## src/rtl/vga_pkg.sv

```systemverilog
// Shared VGA timing constants and elaboration-time helpers for the timing core.
package vga_pkg;

    localparam int unsigned XGA_H_ACTIVE = 1024;
    localparam int unsigned XGA_H_FRONT  = 24;
    localparam int unsigned XGA_H_SYNC   = 136;
    localparam int unsigned XGA_H_BACK   = 160;
    localparam int unsigned XGA_V_ACTIVE = 768;
    localparam int unsigned XGA_V_FRONT  = 3;
    localparam int unsigned XGA_V_SYNC   = 6;
    localparam int unsigned XGA_V_BACK   = 29;

    localparam int unsigned VGA_H_ACTIVE = 640;
    localparam int unsigned VGA_H_FRONT  = 16;
    localparam int unsigned VGA_H_SYNC   = 96;
    localparam int unsigned VGA_H_BACK   = 48;
    localparam int unsigned VGA_V_ACTIVE = 480;
    localparam int unsigned VGA_V_FRONT  = 10;
    localparam int unsigned VGA_V_SYNC   = 2;
    localparam int unsigned VGA_V_BACK   = 33;

    typedef struct packed {
        logic active;
        logic h_sync;
        logic v_sync;
    } vga_flags_t;

    // Never returns 0, so a degenerate size still yields a legal vector width.
    function automatic int unsigned clog2(input int unsigned value);
        int unsigned result;
        int unsigned span;
        result = 0;
        span   = 1;
        while (span < value) begin
            span   = span << 1;
            result = result + 1;
        end
        if (result == 0) begin
            result = 1;
        end
        return result;
    endfunction

endpackage

```

## src/rtl/vga_delay_line.sv

```systemverilog
// Enable-gated shift register with synchronous clear; depth 0 is a wire.
module vga_delay_line #(
    parameter int unsigned WIDTH = 1,
    parameter int unsigned DEPTH = 1
) (
    input  logic             i_clk,
    input  logic             i_reset,
    input  logic             i_en,
    input  logic [WIDTH-1:0] i_d,
    output logic [WIDTH-1:0] o_q
);

    generate
        if (DEPTH == 0) begin : g_bypass
            logic w_unused;
            assign w_unused = &{1'b0, i_clk, i_reset, i_en};
            assign o_q      = i_d;
        end else begin : g_shift
            logic [WIDTH-1:0] r_stage [DEPTH];

            always_ff @(posedge i_clk) begin
                if (i_reset) begin
                    for (int unsigned i = 0; i < DEPTH; i++) begin
                        r_stage[i] <= '0;
                    end
                end else if (i_en) begin
                    r_stage[0] <= i_d;
                    for (int unsigned i = 1; i < DEPTH; i++) begin
                        r_stage[i] <= r_stage[i-1];
                    end
                end
            end

            assign o_q = r_stage[DEPTH-1];
        end
    endgenerate

endmodule

```

## src/rtl/vga_timing_core.sv

```systemverilog
// VGA raster timing: pixel/line counters, pixel request strobe and a
// latency-matched, registered colour/sync output stage.
module vga_timing_core
    import vga_pkg::*;
#(
    parameter int unsigned COLOR_DEPTH = 8,
    parameter int unsigned H_ACTIVE    = XGA_H_ACTIVE,
    parameter int unsigned H_FRONT     = XGA_H_FRONT,
    parameter int unsigned H_SYNC      = XGA_H_SYNC,
    parameter int unsigned H_BACK      = XGA_H_BACK,
    parameter int unsigned V_ACTIVE    = XGA_V_ACTIVE,
    parameter int unsigned V_FRONT     = XGA_V_FRONT,
    parameter int unsigned V_SYNC      = XGA_V_SYNC,
    parameter int unsigned V_BACK      = XGA_V_BACK,
    parameter bit          HS_POL      = 1'b0,
    parameter bit          VS_POL      = 1'b0,
    parameter int unsigned PIPE_LAT    = 2
) (
    input  logic                          clk,
    input  logic                          reset,
    input  logic                          clk_en,
    input  logic [COLOR_DEPTH-1:0]        vga_r_in,
    input  logic [COLOR_DEPTH-1:0]        vga_g_in,
    input  logic [COLOR_DEPTH-1:0]        vga_b_in,
    output logic [clog2(H_ACTIVE)-1:0]    pixel_x,
    output logic [clog2(V_ACTIVE)-1:0]    pixel_y,
    output logic                          pixel_req,
    output logic                          frame_start,
    output logic [COLOR_DEPTH-1:0]        vga_r_out,
    output logic [COLOR_DEPTH-1:0]        vga_g_out,
    output logic [COLOR_DEPTH-1:0]        vga_b_out,
    output logic                          vga_hs,
    output logic                          vga_vs,
    output logic                          vga_blank_n,
    output logic                          vga_sync_n,
    output logic                          vga_clk
);

    localparam int unsigned H_TOTAL = H_ACTIVE + H_FRONT + H_SYNC + H_BACK;
    localparam int unsigned V_TOTAL = V_ACTIVE + V_FRONT + V_SYNC + V_BACK;
    localparam int unsigned HW      = clog2(H_TOTAL);
    localparam int unsigned VW      = clog2(V_TOTAL);
    localparam int unsigned XW      = clog2(H_ACTIVE);
    localparam int unsigned YW      = clog2(V_ACTIVE);
    localparam int unsigned HS_BEG  = H_ACTIVE + H_FRONT;
    localparam int unsigned HS_END  = H_ACTIVE + H_FRONT + H_SYNC;
    localparam int unsigned VS_BEG  = V_ACTIVE + V_FRONT;
    localparam int unsigned VS_END  = V_ACTIVE + V_FRONT + V_SYNC;

    logic [HW-1:0]          r_h_ctr;
    logic [VW-1:0]          r_v_ctr;
    logic                   w_h_last;
    logic                   w_v_last;
    vga_flags_t             w_flags;
    vga_flags_t             w_flags_d;
    logic [COLOR_DEPTH-1:0] r_r;
    logic [COLOR_DEPTH-1:0] r_g;
    logic [COLOR_DEPTH-1:0] r_b;
    logic                   r_hs;
    logic                   r_vs;
    logic                   r_blank_n;

    // Comparisons are done at 32 bits so a sync window ending exactly at
    // TOTAL cannot alias when TOTAL is a power of two.
    assign w_h_last = (32'(r_h_ctr) == H_TOTAL - 1);
    assign w_v_last = (32'(r_v_ctr) == V_TOTAL - 1);

    always_ff @(posedge clk) begin
        if (reset) begin
            r_h_ctr <= '0;
            r_v_ctr <= '0;
        end else if (clk_en) begin
            if (w_h_last) begin
                r_h_ctr <= '0;
                r_v_ctr <= w_v_last ? '0 : r_v_ctr + VW'(1);
            end else begin
                r_h_ctr <= r_h_ctr + HW'(1);
            end
        end
    end

    always_comb begin
        w_flags        = '0;
        w_flags.active = (32'(r_h_ctr) < H_ACTIVE) && (32'(r_v_ctr) < V_ACTIVE);
        w_flags.h_sync = (32'(r_h_ctr) >= HS_BEG) && (32'(r_h_ctr) < HS_END);
        w_flags.v_sync = (32'(r_v_ctr) >= VS_BEG) && (32'(r_v_ctr) < VS_END);
    end

    assign pixel_req   = w_flags.active;
    assign pixel_x     = w_flags.active ? r_h_ctr[XW-1:0] : '0;
    assign pixel_y     = w_flags.active ? r_v_ctr[YW-1:0] : '0;
    assign frame_start = clk_en && (r_h_ctr == '0) && (r_v_ctr == '0);

    vga_delay_line #(
        .WIDTH ($bits(vga_flags_t)),
        .DEPTH (PIPE_LAT)
    ) u_flag_delay (
        .i_clk   (clk),
        .i_reset (reset),
        .i_en    (clk_en),
        .i_d     (w_flags),
        .o_q     (w_flags_d)
    );

    always_ff @(posedge clk) begin
        if (reset) begin
            r_r       <= '0;
            r_g       <= '0;
            r_b       <= '0;
            r_blank_n <= 1'b0;
            r_hs      <= ~HS_POL;
            r_vs      <= ~VS_POL;
        end else if (clk_en) begin
            r_r       <= w_flags_d.active ? vga_r_in : '0;
            r_g       <= w_flags_d.active ? vga_g_in : '0;
            r_b       <= w_flags_d.active ? vga_b_in : '0;
            r_blank_n <= w_flags_d.active;
            r_hs      <= w_flags_d.h_sync ? HS_POL : ~HS_POL;
            r_vs      <= w_flags_d.v_sync ? VS_POL : ~VS_POL;
        end
    end

    assign vga_r_out   = r_r;
    assign vga_g_out   = r_g;
    assign vga_b_out   = r_b;
    assign vga_hs      = r_hs;
    assign vga_vs      = r_vs;
    assign vga_blank_n = r_blank_n;
    assign vga_sync_n  = 1'b1;
    assign vga_clk     = clk;

endmodule
```

## config.mk

```make
export PLATFORM = sky130hd
export DESIGN_NAME = vga_timing_core
export DESIGN_NICKNAME = d
export VERILOG_FILES = /design/src/rtl/vga_pkg.sv /design/src/rtl/vga_delay_line.sv /design/src/rtl/vga_timing_core.sv
export SDC_FILE = /design/constraint.sdc
export NUM_CORES = 1
export LEC_CHECK = 0
export ABC_CLOCK_PERIOD_IN_PS = 2980
export BUFFER_PORTS_ARGS = -buffer_cell sky130_fd_sc_hd__buf_2
export CELL_PAD_IN_SITES_DETAIL_PLACEMENT = 2
export CELL_PAD_IN_SITES_GLOBAL_PLACEMENT = 2
export CORE_MARGIN = 4
export CORE_UTILIZATION = 32
export CTS_CLUSTER_SIZE = 24
export DETAILED_ROUTE_END_ITERATION = 6
export HOLD_SLACK_MARGIN = 0.03
export PLACE_DENSITY = 0.92
export SYNTH_ARGS = -nofsm -noshare
export SYNTH_HDL_FRONTEND = slang
export SYNTH_SLANG_ARGS = --single-unit
export TNS_END_PERCENT = 10
```

## constraint.sdc

```tcl
create_clock -name clk -period 2.98 [get_ports clk]
set_input_delay 0.298 -clock clk [delete_from_list [all_inputs] [get_ports clk]]
set_output_delay 0.298 -clock clk [all_outputs]
set_load 0.05 [all_outputs]
```

Word level (Yosys, flattened, before mapping)
Memories as Yosys holds them, arrays and structs flattened. Index checks and enable logic that the tools add are counted.

Add/subtract/negate cells: 2. Magnitude comparators: 6. Equal/unequal tests: 2. Muxes and demuxes: 16. Bitwise logic cells: 2. Reductions and logical operators: 8.

Operators by type and width (count): $mux W10 (3); $mux W8 (3); $lt A11 B11 Y1 const B (2); $lt A10 B10 Y1 const B (2); $add A11 B1 Y11 const B (1); $eq A11 B11 Y1 const B (1); $ge A11 B11 Y1 const B (1); $logic_not A11 Y1 (1); $mux W11 (1); $add A10 B1 Y10 const B (1); $eq A10 B10 Y1 const B (1); $ge A10 B10 Y1 const B (1); $logic_not A10 Y1 (1); $mux W1 (7); $mux W3 (2); $logic_and A1 B1 Y1 (5); $or A1 B1 Y1 (2); $reduce_and A2 Y1 (1).

Register bits after elaboration: 48. RAM bits: 6. Bits of input ports: 27. Output and inout bits: 51. Memories: 1.

Memories: u_flag_delay.g_shift.r_stage (words 2, bits a word 3, read ports 2, clocked after Yosys merged registers in 0, write ports 2, line vga_delay_line.sv:19) `logic [WIDTH-1:0] r_stage [DEPTH];`.

Logic depth before layout (Yosys ltp)
Gate-level depths: netlist (run 1).

Depth after elaboration: 4. Depth in mapped cells: 6.

Hierarchy
A second synthesis (run 1) with hierarchy kept.

Cell total of the unflattened synthesis: 289. Area, all modules: 2522.4 um2.

Modules (own cells, without submodules): vga_timing_core (instances 1, cells an instance 273, area an instance 2260.9 um2, sequential area each 960.9 um2); vga_delay_line (instances 1, cells an instance 16, area an instance 261.5 um2, sequential area each 180.2 um2).

==> key figures, run 1 <==
Synthesis
  • Ys flop type: dfxtp_1
  • Cells after Synth: 267
  • Synthesized area per cell: 9.29 um^2
  • Post-synth ARST share: 0%
  • Syn_nets: 300
  • Warnings, synthesis: 0
  • #FFs+latches synth: 54
  • Sequential share of the synthesized area: 46.0%
  • Mapped Area: 2480 um^2
  • Number of synthesized flops with an enable pin: 6
  • Synth unique cells: 42

Clock network
  • Count of cells resized by post-cts repair: 0
  • Cts-stage hold buffer count: 0
  • Worst-path clk slew: 0.10 ns
  • CTS tree: done
  • Post-CTS setup buffers: 0
  • Clk_lat worst skew: 0.41 ns

Routing
  • Routed WL: 8.07 mm
  • Vias post-DR: 2263
  • Wirelength per Cell: 18.7 um
  • Residual DRC: 0
  • 1st-iter DRT viols: 76
  • Post-route ant nets: 0
  • Drt first pass iters: 4
  • Vias/cell: 5.25

Critical path
  • Beginning of the worst register-to-register path: r_h_ctr[0]$_SDFFE_PP0P_
  • Most Frequent Cell on Critical Path: nor4_1
  • Crit path from: r_v_ctr[3]$_SDFFE_PP0P_
  • CP Class: flop to primary output
  • Cell Chain, Critical Path: nor4_1, nand2_1, nor4_1, buf_2
  • CP endpoint kind: primary output
  • Reg2reg path depth: 5
  • Register-to-register setup slack: 0.94 ns
  • Crit path buf inv count: 1
  • Slowest-stage cell, CP: nor4_1
  • Critical Path RT: 2.68 ns
  • Reg2reg end: r_v_ctr[7]$_SDFFE_PP0P_
  • Crit-path max FO: 10
  • CP startpoint kind: flop
  • CP max stage delay: 0.67 ns
  • Critical path's top delay family: simple AND/OR/NAND/NOR gates
  • Worst EP arrival: 2.19 ns
  • Stages on worst setup path: 4
  • Worst Setup EP: frame_start

Timing
  • Post-route clock skew: 0.00286 ns
  • Relative slew slack: 51.5%
  • Final hold slack: 0.0891 ns
  • TNS Setup: 0 ns
  • Final setup fails: 0
  • Tcrit/Tclk final: 83.6%
  • Worst Setup Slack, final: 0.489 ns
  • FMAX: 0.401 GHz
  • Fin. Hold Viols: 0
  • RSZ-0062 raised after global routing: no
  • Period minus WS final: 2.49 ns
  • Max-slew violations: 0
  • Worst Tran Pin Value: 0.727 ns

Placed design
  • Post-placement cell area: 2880 um^2
  • Dpl cells: 421
  • RD Place Congestion: 0.744
  • I/O Buffers: 76
  • Dpl hpwl: 5.82 mm
  • Dpl ws: 0.973 ns

Power and ir drop
  • Cell area power density: 536 nW/um^2
  • Max IR drop VDD: 228 uV
  • Total Power: 1.62 mW
  • Pleak: 1.29 nW

Final layout
  • Synth-to-layout area growth: 21.9%
  • Cell area after layout: 3020 um^2
  • Commonest non-fill, non-tap cell in the layout: buf_2
  • Ant diodes: 0
  • Most frequent cells in the layout: 76 x buf_2, 48 x dfxtp_1, 24 x a22o_1
  • Layout cells sized above 1: 28.6%
  • Non-Filler Instances: 431
  • Fin nets: 365
  • Fin util: 40.8%

Global route
  • Grt ovf: 0
  • Most Crowded Layer GR: met2
  • Met2 Use GR: 31.6%
  • GR Util All Layers: 17.9%
  • Vias in the first global route: 2405
  • Largest net degree at the start of global routing: 28
  • Antenna violations before repair: 0
  • Met3 capacity usage during global routing: 2.42%
  • First-pass GRT wire length: 12.5 mm
  • GR Util met1: 21.4%

Floorplan
  • Core Rows: 31
  • Die area: 9220 um^2
  • Die Ht: 96.0 um
  • Chip width: 96.0 um
  • Starting density of the core: 33.5%
  • CORE AREA: 7410 um^2
  • IO Count: 78

Run
  • Max-cap viol count: 0

Min path
  • Worst hold-check path type: primary input to flop

Run status
  • Outcome: finished, final reports clean
==> synthesized netlist by cell type, drive strengths merged, types with 6 or more instances <==
master  count  area [um^2]
ha          6         75.1
inv        14         52.6
nor2       15         56.3
nor3        9         45.0
nand3      12         65.1
xnor2       6         52.6
nand2      19         76.3
dfxtp      48          961
buf        13         85.1
clkbuf     11         43.8
a22o       24          210
nand4       8         50.1
o21ai       9         48.8
and2       24          150
nor4        7         43.8
edfxtp      6          180
==> worst min-delay path by stage <==
| stage | from | end | slack [ns] | cells past startpoint |
|---|---|---|---|---|
| 2_1_floorplan | vga_g_in[0] | vga_g_out[0]$_SDFFE_PP0P_ | 0.42 | 1 |
| 3_3_place_gp | vga_blank_n$_SDFFE_PP0P_ | vga_blank_n$_SDFFE_PP0P_ | 0.43 | 1 |
| 3_5_place_dp | vga_g_out[0]$_SDFFE_PP0P_ | vga_g_out[0]$_SDFFE_PP0P_ | 0.46 | 1 |
| 4_1_cts | vga_r_in[0] | vga_r_out[0]$_SDFFE_PP0P_ | 0.09 | 2 |
| 5_1_grt | vga_g_in[0] | vga_g_out[0]$_SDFFE_PP0P_ | 0.09 | 2 |
| 6_report | vga_r_in[0] | vga_r_out[0]$_SDFFE_PP0P_ | 0.09 | 2 |
==> layout make-up <==
type | instances | area (um^2)
Fill cell | 831 | 4380
Inverter | 14 | 52.6
Multi-Input combinational cell | 175 | 1160
Clock buffer | 10 | 140
Timing Repair Buffer | 78 | 398
Sequential cell | 54 | 1140
Tap cell | 99 | 124
Clock inverter | 1 | 8.76
==> registers in the layout, indices dropped and copies added (netlist names) <==
register,flops
vga_r_out,8
r_v_ctr,10
vga_hs,1
vga_b_out,8
u_flag_delay.g_shift.r_stage,6
vga_blank_n,1
r_h_ctr,11
vga_g_out,8
vga_vs,1
==> per-layer routing <==
layer,vias up,part of all wire [%]
li1,1068,-
met2,45,54
met4,0,1.7
met5,-,0
met1,1143,41
met3,7,3.3
==> power by group <==
part	internal [mW]	leakage [nW]	switching, mW	total (mW)
logic	0.0587	0.753	0.143	0.202
registers	0.758	0.455	0.0287	0.787
clock network	0.309	0.0779	0.323	0.632
total	1.13	1.29	0.495	1.62
==> cell families (layout without fill, tap and decap cells) <==
kind of cell,count (synthesis),count (layout),synth area share (%)
and+or+nand+nor,105,105,23.7
DFF,54,54,46.0
AOI/OAI and AO/OA,53,53,16.2
buffers and inverters,38,103,7.32
xor gates and xnor gates,10,10,3.53
adders and majority gates,6,6,3.03
other,1,1,0.151
No activity file was read; power rests on OpenSTA's default activity.
==> inputs of run 2 (changes only) <==
--- a/config.mk
+++ b/config.mk
@@ -5,16 +5,16 @@
 export SDC_FILE = /design/constraint.sdc
 export NUM_CORES = 1
 export LEC_CHECK = 0
-export ABC_CLOCK_PERIOD_IN_PS = 2980
+export ABC_CLOCK_PERIOD_IN_PS = 2500
 export BUFFER_PORTS_ARGS = -buffer_cell sky130_fd_sc_hd__buf_2
 export CELL_PAD_IN_SITES_DETAIL_PLACEMENT = 2
 export CELL_PAD_IN_SITES_GLOBAL_PLACEMENT = 2
 export CORE_MARGIN = 4
-export CORE_UTILIZATION = 32
+export CORE_UTILIZATION = 30
 export CTS_CLUSTER_SIZE = 24
 export DETAILED_ROUTE_END_ITERATION = 6
 export HOLD_SLACK_MARGIN = 0.03
-export PLACE_DENSITY = 0.92
+export PLACE_DENSITY = 0.88
 export SYNTH_ARGS = -nofsm -noshare
 export SYNTH_HDL_FRONTEND = slang
 export SYNTH_SLANG_ARGS = --single-unit
==> constraint.sdc (replaced) <==
create_clock -name clk -period 2.5 [get_ports clk]
set_input_delay 0.25 -clock clk [delete_from_list [all_inputs] [get_ports clk]]
set_output_delay 0.25 -clock clk [all_outputs]
set_load 0.05 [all_outputs]
==> run 2 against run 1 <==
Cell count up 3.5%; sequential power up 19%; critical path depth unchanged; first-iteration DRC count down 41%; sequential share of layout area down 1.6 points; global-route usage about the same; via count up 1.6%; highest routed layer unchanged.
==> key figures, run 2 (synthesis gave the netlist of run 1 again) <==
Floorplan
  • IO Count: 78
  • CORE AREA: 7890 um^2
  • Starting density of the core: 31.4%
  • Core Rows: 32
  • Chip width: 98.9 um
  • Die Ht: 98.9 um
  • Die area: 9790 um^2

Final layout
  • Most frequent cells in the layout: 76 x buf_2, 48 x dfxtp_1, 24 x a22o_1
  • Synth-to-layout area growth: 27.3%
  • Layout cells sized above 1: 28.8%
  • Non-Filler Instances: 446
  • Biggest regs: r_h_ctr (11), r_v_ctr (10)
  • Ant diodes: 0
  • Top reg by flops: r_h_ctr
  • Max reg flops: 11
  • Fin nets: 376
  • Commonest non-fill, non-tap cell in the layout: buf_2

Critical path
  • Worst Setup EP: pixel_x[3]
  • Worst EP arrival: 1.99 ns
  • Critical Path RT: 2.25 ns
  • Reg2reg path depth: 5
  • CP Class: flop to primary output
  • Beginning of the worst register-to-register path: r_h_ctr[0]$_SDFFE_PP0P_
  • CP startpoint kind: flop
  • CP endpoint kind: primary output
  • Register-to-register setup slack: 0.62 ns
  • Reg2reg end: r_v_ctr[3]$_SDFFE_PP0P_
  • Crit path from: r_v_ctr[8]$_SDFFE_PP0P_
  • Crit-path max FO: 14

Global route
  • Largest net degree at the start of global routing: 28
  • Vias in the first global route: 2506
  • First-pass GRT wire length: 13.9 mm
  • GR Util All Layers: 17.9%
  • Grt ovf: 0
  • Antenna violations before repair: 0

Placed design
  • Dpl cells: 425
  • I/O Buffers: 76
  • Dpl hpwl: 5.78 mm
  • RD Place Congestion: 0.811

Timing
  • RSZ-0062 raised after global routing: no
  • Period minus WS final: 2.24 ns
  • Final setup fails: 0
  • Fin. Hold Viols: 0
  • Relative slew slack: 64.1%
  • Worst Tran Pin Value: 0.537 ns
  • Post-route clock skew: 0.00952 ns
  • Tcrit/Tclk final: 89.5%
  • TNS Setup: 0 ns
  • Max-slew violations: 0
  • FMAX: 0.447 GHz

Clock network
  • Post-CTS setup buffers: 0
  • CTS tree: done
  • Worst-path clk slew: 0.11 ns
  • Clk_lat worst skew: 0.42 ns

Power and ir drop
  • Internal: 1.37 mW
  • Cell area power density: 626 nW/um^2
  • Clock network power share: 39.6%
  • Switch share: 30.8%
  • Combinational power share: 13.0%
  • Max IR drop VDD: 289 uV
  • Pleak: 1.34 nW
  • Reg power frac: 47.5%
  • Switch Pwr: 0.609 mW

Routing
  • Drt first pass iters: 4
  • 1st-iter DRT viols: 45
  • Vias/cell: 5.15
  • Post-route ant nets: 0
  • Routed WL: 8.56 mm
  • Vias post-DR: 2299
  • Wirelength per Cell: 19.2 um
  • Residual DRC: 0

Min path
  • Worst hold-check path type: primary input to flop

Run status
  • Outcome: finished, final reports clean

Run
  • Max-cap viol count: 0
run 2: timing repair:
item                       in CTS  in global routing
setup endpoints to repair       0                  1
gates resized for setup         0                  1
hold buffers                   10                  0
hold endpoints to repair       10                  0
run 2: layer usage:
layer	global-route usage [%]	vias up	routed length [um]
met4	8.82	0	262
met2	32.1	46	4640
li1	-	1094	-
met3	2.62	16	260
met1	20.6	1143	3400
met5	0	-	0
run 2: worst max-delay path: stages, from the launching register on:
cell,delay [ns]
dfxtp_1,0.41
a21oi_1,0.45
buf_4,0.29
and2_1,0.16
buf_2,0.26
run 2: area by class of cell:
| cell class | instances | area [um^2] |
|---|---|---|
| clock inverter | 2 | 17.5 |
| tap | 102 | 128 |
| sequential | 54 | 1140 |
| fill | 892 | 4730 |
| inverter | 14 | 52.6 |
| multi-input combinational | 175 | 1170 |
| clock buffer | 10 | 140 |
| timing repair buffer | 89 | 505 |
run 2: per-stage QoR:
step                worst slack (ns)  area (um^2)  total power, mW  utilization, %  hold WS (ns)
floorplan                      0.338         2490             1.21               -         0.376
finish                         0.262         3160             1.97            40.0        0.0420
global route                   0.133         3160             2.06            40.0        0.0321
global placement               0.643         2900             1.26            36.7         0.430
detailed placement             0.668         2900             1.27            36.7         0.442
CTS                            0.114         3150             2.00            39.9        0.0322
run 2: how the worst min path moves through the flow:
stage,from,end,cells after the start
3_3_place_gp,vga_blank_n$_SDFFE_PP0P_,vga_blank_n$_SDFFE_PP0P_,1
6_report,vga_b_in[0],vga_b_out[0]$_SDFFE_PP0P_,2
2_1_floorplan,vga_g_in[0],vga_g_out[0]$_SDFFE_PP0P_,1
3_5_place_dp,vga_blank_n$_SDFFE_PP0P_,vga_blank_n$_SDFFE_PP0P_,1
5_1_grt,vga_r_in[6],vga_r_out[6]$_SDFFE_PP0P_,2
4_1_cts,vga_b_in[2],vga_b_out[2]$_SDFFE_PP0P_,2
run 2: power groups by stage:
| stage | sequential [mW] | combinational (mW) | clock [mW] |
|---|---|---|---|
| 3_3_place_gp | 0.952 | 0.235 | 0.0763 |
| 5_1_grt | 0.945 | 0.274 | 0.841 |
| 3_5_place_dp | 0.957 | 0.240 | 0.0763 |
| 6_report | 0.938 | 0.256 | 0.781 |
| 4_1_cts | 0.937 | 0.254 | 0.813 |
| 2_1_floorplan | 0.977 | 0.149 | 0.0862 |
==> inputs of run 3 (changes only) <==
--- a/config.mk
+++ b/config.mk
@@ -5,16 +5,17 @@
 export SDC_FILE = /design/constraint.sdc
 export NUM_CORES = 1
 export LEC_CHECK = 0
+export ABC_AREA = 1
 export ABC_CLOCK_PERIOD_IN_PS = 2500
 export BUFFER_PORTS_ARGS = -buffer_cell sky130_fd_sc_hd__buf_2
 export CELL_PAD_IN_SITES_DETAIL_PLACEMENT = 2
 export CELL_PAD_IN_SITES_GLOBAL_PLACEMENT = 2
 export CORE_MARGIN = 4
-export CORE_UTILIZATION = 30
+export CORE_UTILIZATION = 28
 export CTS_CLUSTER_SIZE = 24
 export DETAILED_ROUTE_END_ITERATION = 6
 export HOLD_SLACK_MARGIN = 0.03
-export PLACE_DENSITY = 0.88
+export PLACE_DENSITY = 0.87
 export SYNTH_ARGS = -nofsm -noshare
 export SYNTH_HDL_FRONTEND = slang
 export SYNTH_SLANG_ARGS = --single-unit
==> run 3 against run 2 <==
Clock-buffer cell count unchanged; via count up 11%; non-clock buffer count is 12 lower; critical path depth up 3; design area rose by 0.12%; die area rose by 9.7%; critical endpoint is now pixel_x[6]; largest cell class unchanged; highest routed layer unchanged.
==> key figures, run 3 <==
Final layout
  • Top reg by flops: r_h_ctr
  • Biggest regs: r_h_ctr (11), r_v_ctr (10)
  • Ant diodes: 0
  • Most frequent cells in the layout: 76 x buf_2, 69 x nand2_1, 55 x nor2_1
  • Max reg flops: 11
  • Commonest non-fill, non-tap cell in the layout: buf_2
  • Fin nets: 438
  • Layout cells sized above 1: 25.4%
  • Non-Filler Instances: 514
  • Synth-to-layout area growth: 23.5%

Synthesis
  • Sequential share of the synthesized area: 44.6%
  • Synthesized area per cell: 7.73 um^2
  • Cells after Synth: 331
  • Post-synthesis xor/xnor area fraction: 1.37%
  • Synth unique cells: 31
  • Leading area contributor after synthesis: dfxtp_1
  • Complex-gate fraction of the synthesized area: 12.8%
  • Largest family of logic cells by synthesized area: simple AND/OR/NAND/NOR gates
  • Number of synthesized flops with an enable pin: 6
  • Post-Synth Adder-Cell Area: 2.93%
  • Ys flop type: dfxtp_1
  • Cell with the most instances after synthesis: nand2_1
  • Share of the synthesized area in the top cell type: 37.5%
  • #FFs+latches synth: 54
  • Mapped Area: 2560 um^2
  • Post-synth ARST share: 0%
  • Warnings, synthesis: 0
  • Post-synthesis mux area share: 0%
  • Simple-gate portion of the synthesized area: 28.9%
  • Syn_nets: 364
  • Most common library cells after synthesis: 69 x nand2_1, 55 x nor2_1, 48 x dfxtp_1
  • Top cells by area, synth: dfxtp_1 38%, nand2_1 10%, a32o_1 9.4%, nor2_1 8.1%, edfxtp_1 7.0%

Timing
  • Tcrit/Tclk final: 88.8%
  • TNS Setup: 0 ns
  • Relative slew slack: 31.3%
  • RSZ-0062 raised after global routing: no
  • Post-route clock skew: 0.00940 ns
  • Worst Tran Pin Value: 1.03 ns
  • Period minus WS final: 2.22 ns
  • Fin. Hold Viols: 0
  • Final setup fails: 0
  • Max-slew violations: 0
  • FMAX: 0.450 GHz

Routing
  • Wirelength per Cell: 16.4 um
  • Post-route ant nets: 0
  • 1st-iter DRT viols: 80
  • Residual DRC: 0
  • Vias/cell: 4.96
  • Routed WL: 8.44 mm
  • Vias post-DR: 2548
  • Drt first pass iters: 4

Critical path
  • Critical Path RT: 2.25 ns
  • CP Class: flop to primary output
  • CP startpoint kind: flop
  • CP endpoint kind: primary output
  • Worst EP arrival: 1.97 ns
  • Crit-path max FO: 13

Clock network
  • CTS tree: done
  • Clk_lat worst skew: 0.42 ns
  • Cts-stage hold buffer count: 0
  • Post-CTS setup buffers: 0
  • Worst-path clk slew: 0.11 ns
  • Count of cells resized by post-cts repair: 0

Global route
  • Grt ovf: 0
  • GR Util All Layers: 16.0%
  • Vias in the first global route: 2778
  • First-pass GRT wire length: 14.1 mm
  • Largest net degree at the start of global routing: 32
  • Antenna violations before repair: 0

Floorplan
  • Die Ht: 104 um
  • Core Rows: 34
  • Starting density of the core: 29.1%
  • Die area: 10700 um^2
  • Chip width: 104 um
  • CORE AREA: 8810 um^2
  • IO Count: 78

Placed design
  • I/O Buffers: 76
  • Dpl hpwl: 6.58 mm
  • RD Place Congestion: 0.766
  • Dpl cells: 503

Run
  • Max-cap viol count: 0

Run status
  • Outcome: finished, final reports clean

Min path
  • Worst hold-check path type: primary input to flop

Power and ir drop
  • Pleak: 1.52 nW
  • Max IR drop VDD: 222 uV
  • Cell area power density: 577 nW/um^2
==> run 3: cell types whose count changed after synthesis, moves of 7 or more <==
| cell | delta |
|---|---|
| a22o_1 | -23 |
| a32o_1 | +24 |
| and2_1 | -23 |
| inv_1 | +28 |
| nand2_1 | +52 |
| nand3_1 | +7 |
| nor2_1 | +40 |
==> run 3: power breakdown <==
part / switching (mW) / internal (mW)
clock: 0.394 / 0.342
combinational: 0.125 / 0.0477
sequential: 0.0182 / 0.896
total: 0.537 / 1.28
==> run 3: path summary, 6_finish.rpt <==
path | start | slack (ns) | to | cells after the start
max | r_v_ctr[8]$_SDFFE_PP0P_ | 0.28 | pixel_x[6] | 7
max reg2reg | r_h_ctr[1]$_SDFFE_PP0P_ | 0.83 | r_h_ctr[10]$_SDFFE_PP0P_ | 8
min | vga_g_in[5] | 0.09 | vga_g_out[5]$_SDFFE_PP0P_ | 2
min reg2reg | u_flag_delay.g_shift.r_stage[0][4]$_SDFFCE_PN0P_ | 0.43 | vga_hs$_SDFFE_PP1P_ | 1
==> run 3: layer usage <==
metal  GRT usage [%]  part of all wire, %  vias up
li1                -                    -     1226
met4            4.18                  1.0        0
met5               0                    0        -
met3            4.91                  5.8        6
met2            28.4                   50       69
met1            18.8                   44     1247
==> run 3: layout make-up <==
class / count / area [um^2]
clock buffer: 10 / 129
clock inverter: 2 / 16.3
fill: 1032 / 5650
inverter: 45 / 169
multi-input combinational: 218 / 1180
sequential: 54 / 1140
tap: 108 / 135
timing repair buffer: 77 / 390
==> run 3: cell families (layout without fill, tap and decap cells) <==
group / Yosys count / in the layout
xor gates and xnor gates: 4 / 4
AOI/OAI and AO/OA: 39 / 39
and+or+nand+nor: 168 / 168
buffers and inverters: 59 / 134
DFF: 54 / 54
adders and majority gates: 6 / 6
other: 1 / 1
==> run 3: critical path, stage by stage, from the launching register on <==
cell and delay, ns:
dfxtp_1 0.43, nand2_1 0.14, inv_1 0.11, nor2_1 0.05, inv_1 0.26, buf_4 0.28, nor2_1 0.06, buf_2 0.21
==> run 3: per-stage QoR <==
stage	total power [mW]	util, %	setup WS [ns]	hold WS (ns)	cell area [um^2]
finish	1.82	35.9	0.279	0.0879	3160
global route	1.91	35.9	0.103	0.0634	3160
global placement	1.18	34.3	0.520	0.414	3020
CTS	1.86	35.9	0.251	0.0716	3160
detailed placement	1.19	34.3	0.455	0.421	3020
floorplan	1.13	-	0.0619	0.400	2560
